===== src/rtl/seg7_pkg.sv =====
// Shared types and helpers for the multiplexed 4-digit 7-segment scan controller.
// One scan slot per digit, scanned leftmost (digit 3) first.
package seg7_pkg;

    localparam int NUM_DIGITS = 4;

    typedef enum logic [1:0] {
        SCAN_D0 = 2'd0,
        SCAN_D1 = 2'd1,
        SCAN_D2 = 2'd2,
        SCAN_D3 = 2'd3
    } scan_state_e;

    // Anode enables are active-low: exactly one bit cleared selects a digit.
    localparam logic [NUM_DIGITS-1:0] AN_OFF = 4'b1111;
    localparam logic [NUM_DIGITS-1:0] AN_D0  = 4'b1110;
    localparam logic [NUM_DIGITS-1:0] AN_D1  = 4'b1101;
    localparam logic [NUM_DIGITS-1:0] AN_D2  = 4'b1011;
    localparam logic [NUM_DIGITS-1:0] AN_D3  = 4'b0111;

    function automatic scan_state_e next_state(scan_state_e s);
        scan_state_e n;
        case (s)
            SCAN_D3: n = SCAN_D2;
            SCAN_D2: n = SCAN_D1;
            SCAN_D1: n = SCAN_D0;
            default: n = SCAN_D3;
        endcase
        return n;
    endfunction

    function automatic logic [1:0] digit_of(scan_state_e s);
        logic [1:0] d;
        case (s)
            SCAN_D3: d = 2'd3;
            SCAN_D2: d = 2'd2;
            SCAN_D1: d = 2'd1;
            default: d = 2'd0;
        endcase
        return d;
    endfunction

    function automatic logic [NUM_DIGITS-1:0] an_onecold(logic [1:0] d);
        logic [NUM_DIGITS-1:0] a;
        case (d)
            2'd3:    a = AN_D3;
            2'd2:    a = AN_D2;
            2'd1:    a = AN_D1;
            default: a = AN_D0;
        endcase
        return a;
    endfunction

    function automatic logic [3:0] nibble(logic [15:0] v, logic [1:0] d);
        return v[{d, 2'b00} +: 4];
    endfunction

endpackage


===== src/rtl/seg7_scan_if.sv =====
// Host/display bundle of the scan controller; the controller takes the slave side.
// load is a one-cycle strobe that is always accepted (no ready); load_ack pulses
// later, together with frame_tick, when the staged digits reach the display.
interface seg7_scan_if;
    import seg7_pkg::*;

    logic [15:0] digits_in;
    logic        load;
    logic [3:0]  dp_in;
    logic        blank_lz;
    logic        lamp_test;

    logic [3:0]  bcd_out;
    logic        rbi_n;
    logic        lt_n;
    logic [3:0]  an;
    logic        dp;
    logic        load_ack;
    logic        frame_tick;
    scan_state_e dbg_state;

    modport master (
        output digits_in, load, dp_in, blank_lz, lamp_test,
        input  bcd_out, rbi_n, lt_n, an, dp, load_ack, frame_tick, dbg_state
    );

    modport slave (
        input  digits_in, load, dp_in, blank_lz, lamp_test,
        output bcd_out, rbi_n, lt_n, an, dp, load_ack, frame_tick, dbg_state
    );

endinterface


===== src/rtl/seg7_refresh_div.sv =====
// Slot timer: counts 0..REFRESH_DIV-1, flags the wrap cycle and whether the
// following cycle falls inside the anode-off guard window.
module seg7_refresh_div #(
    parameter int REFRESH_DIV = 100000,
    parameter int GUARD       = 16
) (
    input  logic clk,
    input  logic rst,
    output logic wrap_o,
    output logic guard_nxt_o
);

    localparam int CW = $clog2(REFRESH_DIV);

    logic [CW-1:0] cnt_q;
    logic [CW-1:0] cnt_d;

    always_comb begin
        wrap_o      = (cnt_q == CW'(REFRESH_DIV - 1));
        cnt_d       = wrap_o ? '0 : cnt_q + 1'b1;
        // Looks one cycle ahead so the registered anodes line up with the count.
        guard_nxt_o = (cnt_d < CW'(GUARD));
    end

    always_ff @(posedge clk or posedge rst) begin
        if (rst) begin
            cnt_q <= '0;
        end else begin
            cnt_q <= cnt_d;
        end
    end

endmodule


===== src/rtl/seg7_scan_ctrl.sv =====
// Four-digit multiplexed BCD scan controller driving one shared 7-segment decoder,
// with double-buffered loads committed on frame boundaries and leading-zero blanking.
module seg7_scan_ctrl
    import seg7_pkg::*;
#(
    parameter int REFRESH_DIV = 100000,
    parameter int GUARD       = 16
) (
    input logic        clk,
    input logic        rst,
    seg7_scan_if.slave bus
);

    logic        wrap;
    logic        guard_nxt;
    logic        boundary;

    scan_state_e state_q, state_d;
    logic [15:0] stage_q, stage_d;
    logic [3:0]  stage_dp_q, stage_dp_d;
    logic [15:0] disp_q, disp_d;
    logic [3:0]  disp_dp_q, disp_dp_d;
    logic        pending_q, pending_d;
    logic        lz_q, lz_d;

    logic [3:0]  an_q;
    logic [3:0]  bcd_q;
    logic        rbi_n_q;
    logic        lt_n_q;
    logic        dp_q;
    logic        ack_q;
    logic        tick_q;

    logic [3:0]  cur_nib;
    logic [3:0]  nxt_nib;
    logic [1:0]  nxt_digit;
    logic        blank;

    seg7_refresh_div #(
        .REFRESH_DIV (REFRESH_DIV),
        .GUARD       (GUARD)
    ) u_div (
        .clk         (clk),
        .rst         (rst),
        .wrap_o      (wrap),
        .guard_nxt_o (guard_nxt)
    );

    assign boundary = wrap && (state_q == SCAN_D0);

    always_comb begin
        state_d    = wrap ? next_state(state_q) : state_q;
        stage_d    = stage_q;
        stage_dp_d = stage_dp_q;
        disp_d     = disp_q;
        disp_dp_d  = disp_dp_q;
        pending_d  = pending_q;

        // Commit the old staging first; a coincident load refills staging and stays pending.
        if (boundary && pending_q) begin
            disp_d    = stage_q;
            disp_dp_d = stage_dp_q;
            pending_d = 1'b0;
        end
        if (bus.load) begin
            stage_d    = bus.digits_in;
            stage_dp_d = bus.dp_in;
            pending_d  = 1'b1;
        end

        cur_nib = nibble(disp_q, digit_of(state_q));
        lz_d    = lz_q;
        if (wrap) begin
            if (state_d == SCAN_D3) begin
                lz_d = 1'b1;
            end else if (cur_nib != 4'd0) begin
                lz_d = 1'b0;
            end
        end

        // Outputs are computed from next-cycle values so they are valid from slot start.
        nxt_digit = digit_of(state_d);
        nxt_nib   = nibble(disp_d, nxt_digit);
        blank     = bus.blank_lz && lz_d && (nxt_nib == 4'd0) &&
                    (state_d != SCAN_D0) && !bus.lamp_test;
    end

    always_ff @(posedge clk or posedge rst) begin
        if (rst) begin
            state_q    <= SCAN_D3;
            stage_q    <= '0;
            stage_dp_q <= '0;
            disp_q     <= '0;
            disp_dp_q  <= '0;
            pending_q  <= 1'b0;
            lz_q       <= 1'b1;
            an_q       <= AN_OFF;
            bcd_q      <= '0;
            rbi_n_q    <= 1'b1;
            lt_n_q     <= 1'b1;
            dp_q       <= 1'b1;
            ack_q      <= 1'b0;
            tick_q     <= 1'b0;
        end else begin
            state_q    <= state_d;
            stage_q    <= stage_d;
            stage_dp_q <= stage_dp_d;
            disp_q     <= disp_d;
            disp_dp_q  <= disp_dp_d;
            pending_q  <= pending_d;
            lz_q       <= lz_d;
            an_q       <= guard_nxt ? AN_OFF : an_onecold(nxt_digit);
            bcd_q      <= nxt_nib;
            rbi_n_q    <= ~blank;
            lt_n_q     <= ~bus.lamp_test;
            dp_q       <= bus.lamp_test ? 1'b0 : ~disp_dp_d[nxt_digit];
            ack_q      <= boundary && pending_q;
            tick_q     <= boundary;
        end
    end

    assign bus.an         = an_q;
    assign bus.bcd_out    = bcd_q;
    assign bus.rbi_n      = rbi_n_q;
    assign bus.lt_n       = lt_n_q;
    assign bus.dp         = dp_q;
    assign bus.load_ack   = ack_q;
    assign bus.frame_tick = tick_q;
    assign bus.dbg_state  = state_q;

endmodule


===== src/flat_wrapper.sv =====
// flat-port wrapper written by rule: the top's interface ports become plain ports
module seg7_scan_ctrl_flat import seg7_pkg::*;
#(
    parameter int REFRESH_DIV = 100000,
    parameter int GUARD       = 16
)
  (clk, rst, bus_digits_in, bus_load, bus_dp_in, bus_blank_lz, bus_lamp_test, bus_bcd_out, bus_rbi_n, bus_lt_n, bus_an, bus_dp, bus_load_ack, bus_frame_tick, bus_dbg_state);
  seg7_scan_if bus_i ();
  input logic clk;
  input logic rst;
  input wire logic [$bits(bus_i.digits_in)-1:0] bus_digits_in;
  input wire logic [$bits(bus_i.load)-1:0] bus_load;
  input wire logic [$bits(bus_i.dp_in)-1:0] bus_dp_in;
  input wire logic [$bits(bus_i.blank_lz)-1:0] bus_blank_lz;
  input wire logic [$bits(bus_i.lamp_test)-1:0] bus_lamp_test;
  output wire logic [$bits(bus_i.bcd_out)-1:0] bus_bcd_out;
  output wire logic [$bits(bus_i.rbi_n)-1:0] bus_rbi_n;
  output wire logic [$bits(bus_i.lt_n)-1:0] bus_lt_n;
  output wire logic [$bits(bus_i.an)-1:0] bus_an;
  output wire logic [$bits(bus_i.dp)-1:0] bus_dp;
  output wire logic [$bits(bus_i.load_ack)-1:0] bus_load_ack;
  output wire logic [$bits(bus_i.frame_tick)-1:0] bus_frame_tick;
  output wire logic [$bits(bus_i.dbg_state)-1:0] bus_dbg_state;
  assign bus_i.digits_in = bus_digits_in;
  assign bus_i.load = bus_load;
  assign bus_i.dp_in = bus_dp_in;
  assign bus_i.blank_lz = bus_blank_lz;
  assign bus_i.lamp_test = bus_lamp_test;
  assign bus_bcd_out = bus_i.bcd_out;
  assign bus_rbi_n = bus_i.rbi_n;
  assign bus_lt_n = bus_i.lt_n;
  assign bus_an = bus_i.an;
  assign bus_dp = bus_i.dp;
  assign bus_load_ack = bus_i.load_ack;
  assign bus_frame_tick = bus_i.frame_tick;
  assign bus_dbg_state = bus_i.dbg_state;
  seg7_scan_ctrl #(.REFRESH_DIV(REFRESH_DIV), .GUARD(GUARD)) u_core (.clk(clk), .rst(rst), .bus(bus_i));
endmodule

===== config.mk =====
export PLATFORM = sky130hd
export DESIGN_NAME = seg7_scan_ctrl_flat
export DESIGN_NICKNAME = d
export VERILOG_FILES = /design/src/rtl/seg7_pkg.sv /design/src/rtl/seg7_scan_if.sv /design/src/rtl/seg7_refresh_div.sv /design/src/rtl/seg7_scan_ctrl.sv /design/src/flat_wrapper.sv
export SDC_FILE = /design/constraint.sdc
export NUM_CORES = 1
export LEC_CHECK = 0
export ABC_AREA = 1
export CORE_ASPECT_RATIO = 1.75
export CORE_MARGIN = 10
export CORE_UTILIZATION = 51
export CTS_CLUSTER_DIAMETER = 150
export DETAILED_ROUTE_END_ITERATION = 10
export PLACE_DENSITY = 0.87
export SETUP_SLACK_MARGIN = 0.1
export SYNTH_ARGS = -nofsm -noshare
export SYNTH_HDL_FRONTEND = slang
export SYNTH_HIERARCHICAL = 1
export SYNTH_SLANG_ARGS = --single-unit

===== constraint.sdc =====
create_clock -name clk -period 2.4 [get_ports clk]
set_clock_uncertainty 0.15 [all_clocks]
set_input_delay 0.48 -clock clk [delete_from_list [all_inputs] [get_ports clk]]
set_output_delay 0.48 -clock clk [all_outputs]
set_load 0.05 [all_outputs]

==> metrics.md, run 1 <==
| Metric | Value |
|---|---|
| Final Max Tran Viols | 0 |
| Diode count | 0 |
| Placed cell count | 565 |
| Final core occ | 0.699 |
| Routed length per instance | 17.1 microns |
| Leak Pwr | 2.55 nW |
| Hold Path Class | reg -> reg |
| Final setup vio count | 1 |
| Area growth from synthesis to final layout | 33.8% |
| I/O Buffers | 39 |
| Syn_area_per_cell | 8.12 sq um |
| FF-to-FF End | u_core/bus.rbi_n$_DFF_PP1_ |
| Drt pass-1 iters | 8 |
| Pwr per Cell Area | 583 nW/um^2 |
| Yosys top cell by area | dfrtp_1 |
| Crit path max fanout | 6 |
| Post-synth top flop | dfrtp_1 |
| Fin. Hold Viols | 0 |
| Detailed Route WL | 10200 microns |
| Final cell count without fillers | 599 |
| Share of layout cells above drive strength 1 | 0.252 |
| Commonest cells post-synth | nand2_1 (134), inv_1 (73), dfrtp_1 (64) |
| Die Span X | 83.4 microns |
| Placer Congestion | 0.892 |
| Hold buffers post-CTS | 0 |
| Clk slew on worst S/H paths | 0.06 ns |
| Outcome | finished, violations left |
| Worst path required time | 2.52 ns |
| Violated checks | setup timing |
| Yosys top cell area share | 0.447 |
| Clock sink count | 74 |
| FILL cells | 471 |
| Vias per cell | 5.41 |
| Die H | 131 microns |
| DRT iter0 DRCs | 237 |
| CTS tree | yes |
| CORE AREA | 6860 sq um |
| Post-synth EDFFs | 0 |
| Seq/Total Area, Yosys | 0.520 |
| CP Data Arrival Time | 2.57 ns |
| Die area | 10900 sq um |
| Root Buffer | clkbuf_16 |
| Power Total | 0.00279 W |
| Multi-input gate area | 1520 sq um |
| Crit share post-route | 1.02 |
| Worst Hold End | u_core/stage_q[2]$_DFFE_PP0P_ |
| Worst hold start | u_core/stage_q[2]$_DFFE_PP0P_ |
| Most frequent cell after synthesis | nand2_1 |
| DP HPWL | 6070 microns |
| Unrepaired setup endpoints after global routing | true |
| Reg2Reg Setup Slack | -0.05 ns |
| Total track usage | 0.158 |
| Mapped Area | 3580 sq um |
| Worst VDD drop | 0.589 mV |
| First-pass GRT wire length | 13900 microns |
| CTS Buf Count | 9 |
| Number of global-route vias before repair | 3105 |
| Setup CP Type | reg -> reg |
| Max-cap violations | 0 |
| Hold Path Depth | 2 |
| Startpoint class of the critical path | register |
| Storage cell area | 1860 sq um |
| Post-route antenna net violation count | 0 |
| WHS | 0.328 ns |
| Total number of vias | 3242 |
| Worst-Skew Late Latency | 0.35 ns |
| Clk buf depth | 2 |
| DP Worst Slack | 0.00127 ns |
| Ranking of synthesized cells by area | dfrtp_1 (45%), nand2_1 (14%), inv_1 (7.6%) |
| Grt total ovfl | 0 |
| Fin crit period | 2.45 ns |
| Rows | 40 |
| Worst setup margin | -0.0500 ns |
| Slew at the pin closest to its max-slew limit | 0.644 ns |
| DRC | 0 |
| Post-synthesis net count | 472 |
| FMAX | 0.408 GHz |
| Synth warnings | 6 |
| Synth unique cells | 30 |
| Slew margin rel. | 0.570 |
| Largest net degree at the start of global routing | 58 |
| Reg-to-reg startpoint | u_core/bus.dbg_state[0]$_DFF_PP1_ |
| Depth of the most critical reg-to-reg path | 13 |
| #FFs+latches synth | 74 |
| Gate Count Post-Synth | 441 |
| Initial antenna violation count | 0 |
| Max H-tree Level | 3 |
| Ports | 40 |
| Final Net Count | 541 |
| Critical path capture point type | register |
| Async S/R FF share, synth | 1.00 |
| Starting utilization of the core area | 0.522 |
cells by family after synthesis:
group / Yosys count / share of synthesized area
AO/OA/AOI/OAI: 37 / 0.0580
XOR/XNOR: 2 / 0.00489
adder cells (fa/ha/maj): 6 / 0.0210
buffers and inverters: 88 / 0.102
flip-flops: 74 / 0.520
AND/OR/NAND/NOR: 234 / 0.294
per-stage QoR:
step,setup TNS (ns),cell area [sq um]
after global routing,-0.161,4790
final,-0.0500,4790
after CTS,0,4460
after global placement,0,4120
after floorplan,0,3580
after detailed placement,0,4120
sequential cells by signal, summed over array words and instances, names as in the netlist:
| signal | flops |
|---|---|
| u_core/bus.an | 4 |
| u_core/bus.bcd_out | 4 |
| u_core/bus.dbg_state | 2 |
| u_core/bus.dp | 1 |
| u_core/bus.frame_tick | 1 |
| u_core/bus.load_ack | 1 |
| u_core/bus.lt_n | 1 |
| u_core/bus.rbi_n | 1 |
| u_core/disp_dp_q | 4 |
| u_core/disp_q | 16 |
| u_core/lz_q | 1 |
| u_core/pending_q | 1 |
| u_core/stage_dp_q | 4 |
| u_core/stage_q | 16 |
| u_core/u_div/cnt_q | 17 |
cell usage in the layout (no fill, tap or decap), types with 10 or more instances in the layout:
| cell type | n |
|---|---|
| nand2_1 | 117 |
| dfstp_2 | 10 |
| dfrtp_1 | 64 |
| inv_1 | 66 |
| o21ai_0 | 16 |
| nand2_2 | 18 |
| clkdlybuf4s50_1 | 32 |
| nand3_1 | 18 |
| nor2_1 | 34 |
| clkbuf_16 | 12 |
| buf_4 | 21 |
| nor2_2 | 10 |
critical path: stages (launching register included):
cell	delay (ns)
dfstp_2	0.58
inv_1	0.16
ha_1	0.29
nor2_4	0.21
nand2_8	0.08
nand2_8	0.10
nor2_2	0.06
buf_6	0.14
inv_1	0.05
nor2_1	0.04
nor2_1	0.17
nand2_1	0.11
nor2_1	0.13
nand3_1	0.09
worst max-delay path by stage:
stage | startpoint | end | slack, ns | cells after the start
4_1_cts | u_core/u_div/cnt_q[0]$_DFF_PP0_ | u_core/bus.rbi_n$_DFF_PP1_ | 0.1 | 19
3_5_place_dp | u_core/u_div/cnt_q[0]$_DFF_PP0_ | u_core/bus.rbi_n$_DFF_PP1_ | 0.001 | 19
2_1_floorplan | u_core/u_div/cnt_q[0]$_DFF_PP0_ | u_core/bus.rbi_n$_DFF_PP1_ | 0.16 | 19
5_1_grt | u_core/u_div/cnt_q[1]$_DFF_PP0_ | u_core/bus.rbi_n$_DFF_PP1_ | -0.13 | 15
3_3_place_gp | u_core/u_div/cnt_q[0]$_DFF_PP0_ | u_core/bus.rbi_n$_DFF_PP1_ | 0.10 | 18
6_report | u_core/bus.dbg_state[0]$_DFF_PP1_ | u_core/bus.rbi_n$_DFF_PP1_ | -0.05 | 13
cell type report:
| cell class | count | area share |
|---|---|---|
| Tap cell | 84 | 0.0219 |
| Timing Repair Buffer | 67 | 0.146 |
| Clock inverter | 6 | 0.0136 |
| Sequential cell | 74 | 0.389 |
| Clock buffer | 10 | 0.0499 |
| Inverter | 79 | 0.0634 |
| Multi-Input combinational cell | 279 | 0.317 |
routing by layer:
layer / routed length (microns) / global-route usage / part of all wire / vias to the layer above
li1: - / - / - / 1480
met1: 3400 / 0.138 / 0.33 / 1547
met2: 5610 / 0.306 / 0.55 / 157
met3: 540 / 0.0421 / 0.053 / 58
met4: 692 / 0.104 / 0.068 / 0
met5: 0 / 0 / 0 / -
what timing repair did:
item                                   CTS  global route
setup endpoints to repair                6             8
pin swaps                                1            19
endpoints found under the hold margin    0             0
setup buffers                            3            12
gates cloned                             0             3
resized for setup                       12            55
power breakdown:
part           switching, W  internal [W]  total, W  leakage [nW]
Combinational     0.0000688     0.0000570  0.000126          1.46
Sequential        0.0000170       0.00128   0.00130         0.943
Clock              0.000534      0.000834   0.00137         0.149
(Power assumes the default switching activity.)
==> inputs of run 2 (changes only) <==
TNS_END_PERCENT = 30   (was default)
==> metrics.md, run 2 (same netlist as run 1, synthesis figures left out) <==
| Metric | Value |
|---|---|
| Final Net Count | 541 |
| Leak Pwr | 2.54 nW |
| Fin. Hold Viols | 0 |
| Buf/Inv on CP | 5 |
| Drt pass-1 iters | 4 |
| Max H-tree Level | 3 |
| FILL cells | 452 |
| Worst hold start | u_core/stage_q[10]$_DFFE_PP0P_ |
| Crit path from | u_core/u_div/cnt_q[1]$_DFF_PP0_ |
| Root Buffer | clkbuf_16 |
| Starting utilization of the core area | 0.522 |
| Reg-to-reg startpoint | u_core/u_div/cnt_q[1]$_DFF_PP0_ |
| Final cell count without fillers | 599 |
| CTS tree | yes |
| Hold Path Class | reg -> reg |
| FMAX | 0.422 GHz |
| Commonest non-fill, non-tap cell in the layout | nand2_1 |
| Worst Hold End | u_core/stage_q[10]$_DFFE_PP0P_ |
| Fin crit period | 2.37 ns |
| Post-route antenna net violation count | 0 |
| Diode count | 0 |
| Worst setup margin | 0.0331 ns |
| Worst-Skew Late Latency | 0.34 ns |
| Crit path max fanout | 5 |
| Placed cell count | 565 |
| Critical path capture point type | register |
| Regs by FF count | u_core/u_div/cnt_q: 17 flops, u_core/disp_q: 16 flops, u_core/stage_q: 16 flops |
| CP Data Arrival Time | 2.48 ns |
| Detailed Route WL | 9910 microns |
| Die Span X | 83.4 microns |
| DP Worst Slack | 0.00127 ns |
| Startpoint class of the critical path | register |
| Most frequent cells in the layout | nand2_1 (118), inv_1 (67), dfrtp_1 (64) |
| Final Max Tran Viols | 0 |
| Clk buf depth | 2 |
| Critical path's slowest cell | dfrtp_1 |
| CORE AREA | 6860 sq um |
| Die H | 131 microns |
| Routed length per instance | 16.5 microns |
| FF-to-FF End | u_core/bus.rbi_n$_DFF_PP1_ |
| Max FFs per register | 17 |
| Slew margin rel. | 0.568 |
| Rows | 40 |
| Share of layout cells above drive strength 1 | 0.249 |
| CP peak stage delay | 0.35 ns |
| Crit share post-route | 0.986 |
| Depth of the most critical reg-to-reg path | 18 |
| Hold Path Depth | 2 |
| CTS Buf Count | 9 |
| Cell with the most instances on the worst path | nand2_4 |
| Placer Congestion | 0.892 |
| Max-cap violations | 0 |
| Top reg by flops | u_core/u_div/cnt_q |
| Vias per cell | 5.23 |
| Unrepaired setup endpoints after global routing | true |
| Total track usage | 0.158 |
| Final core occ | 0.699 |
| Slew at the pin closest to its max-slew limit | 0.647 ns |
| Clk slew on worst S/H paths | 0.06 ns |
| Dpl cell area | 4120 sq um |
| Ports | 40 |
| Total number of vias | 3130 |
| Outcome | finished, final reports clean |
| Grt total ovfl | 0 |
| Largest net degree at the start of global routing | 58 |
| Critical path's top delay family | simple AND/OR/NAND/NOR gates |
| First-pass GRT wire length | 13900 microns |
| Worst VDD drop | 0.531 mV |
| Initial antenna violation count | 0 |
| Clock sink count | 74 |
| Setup CP Type | reg -> reg |
| Post-route cell area | 4790 sq um |
| I/O Buffers | 39 |
| DP HPWL | 6070 microns |
| Die area | 10900 sq um |
| CP Cell Sequence | ha_2, nand2_2, inv_2, nand2_4, nor2_4, nand2_4, inv_4, buf_8, nand2_4, o21ai_4, inv_2, buf_6, nand3_2, nand2_2, nor2_2, nand2_1, nor2_1, nand3_1 |
| Pwr per Cell Area | 579 nW/um^2 |
| Hold buffers post-CTS | 0 |
| Area growth from synthesis to final layout | 33.8% |
| Worst path required time | 2.51 ns |
| DRT iter0 DRCs | 208 |
| Final setup vio count | 0 |
| Reg2Reg Setup Slack | 0.03 ns |
| Number of global-route vias before repair | 3105 |
| DRC | 0 |
-- run 2: cell count changes in the layout (fill, tap and decap cells not counted) --
cell / change
clkdlybuf4s50_1: +5
dlygate4sd2_1: -4
dlymetal6s2s_1: -1
inv_1: +1
inv_2: -1
nand2_1: +1
nand2_2: -1
-- run 2: report_power, final --
group | internal [W] | switching, W | total [W]
Sequential | 0.00128 | 0.0000165 | 0.00130
Clock | 0.000833 | 0.000519 | 0.00135
Combinational | 0.0000576 | 0.0000682 | 0.000126
Total | 0.00217 | 0.000604 | 0.00278
-- run 2: final cells by class --
class / count / area, sq um / share of cell area
Tap cell: 84 / 105 / 0.0219
Sequential cell: 74 / 1860 / 0.389
Clock buffer: 10 / 239 / 0.0499
Timing Repair Buffer: 67 / 701 / 0.146
Clock inverter: 6 / 65.1 / 0.0136
Inverter: 79 / 304 / 0.0634
Multi-Input combinational cell: 279 / 1520 / 0.316
-- run 2: worst min-delay path, stage by stage (launching register included) --
cell and delay, ns:
dfrtp_1 0.35, nand2_1 0.05, nand2_1 0.05
-- run 2: what timing repair did --
action,4_1_cts,5_1_grt
pin swaps,1,19
cloned,0,3
resized for setup,8,52
setup buffers,3,12
endpoints found under the hold margin,0,0
endpoints found under the setup margin,6,12
-- run 2: worst max path at each step --
stage	end	slack (ns)	cells after the start
finish	u_core/bus.rbi_n$_DFF_PP1_	0.03	18
floorplan	u_core/bus.rbi_n$_DFF_PP1_	0.16	19
global route	u_core/bus.rbi_n$_DFF_PP1_	-0.07	19
detailed placement	u_core/bus.rbi_n$_DFF_PP1_	0.001	19
global placement	u_core/bus.rbi_n$_DFF_PP1_	0.10	18
CTS	bus_an[3]	0.09	1
-- run 2: layer usage --
layer	share of wire	vias to the layer above	track usage
li1	-	1476	-
met1	0.33	1477	0.138
met2	0.55	126	0.306
met3	0.043	51	0.0421
met4	0.069	0	0.104
met5	0	-	0
-- run 2: per-stage QoR --
| stage | setup TNS [ns] | power (W) | hold slack (ns) |
|---|---|---|---|
| after floorplan | 0 | 0.00137 | 0.256 |
| after global placement | 0 | 0.00144 | 0.289 |
| after detailed placement | 0 | 0.00144 | 0.313 |
| after CTS | 0 | 0.00279 | 0.327 |
| after global routing | -0.0674 | 0.00287 | 0.354 |
| final | 0 | 0.00278 | 0.330 |
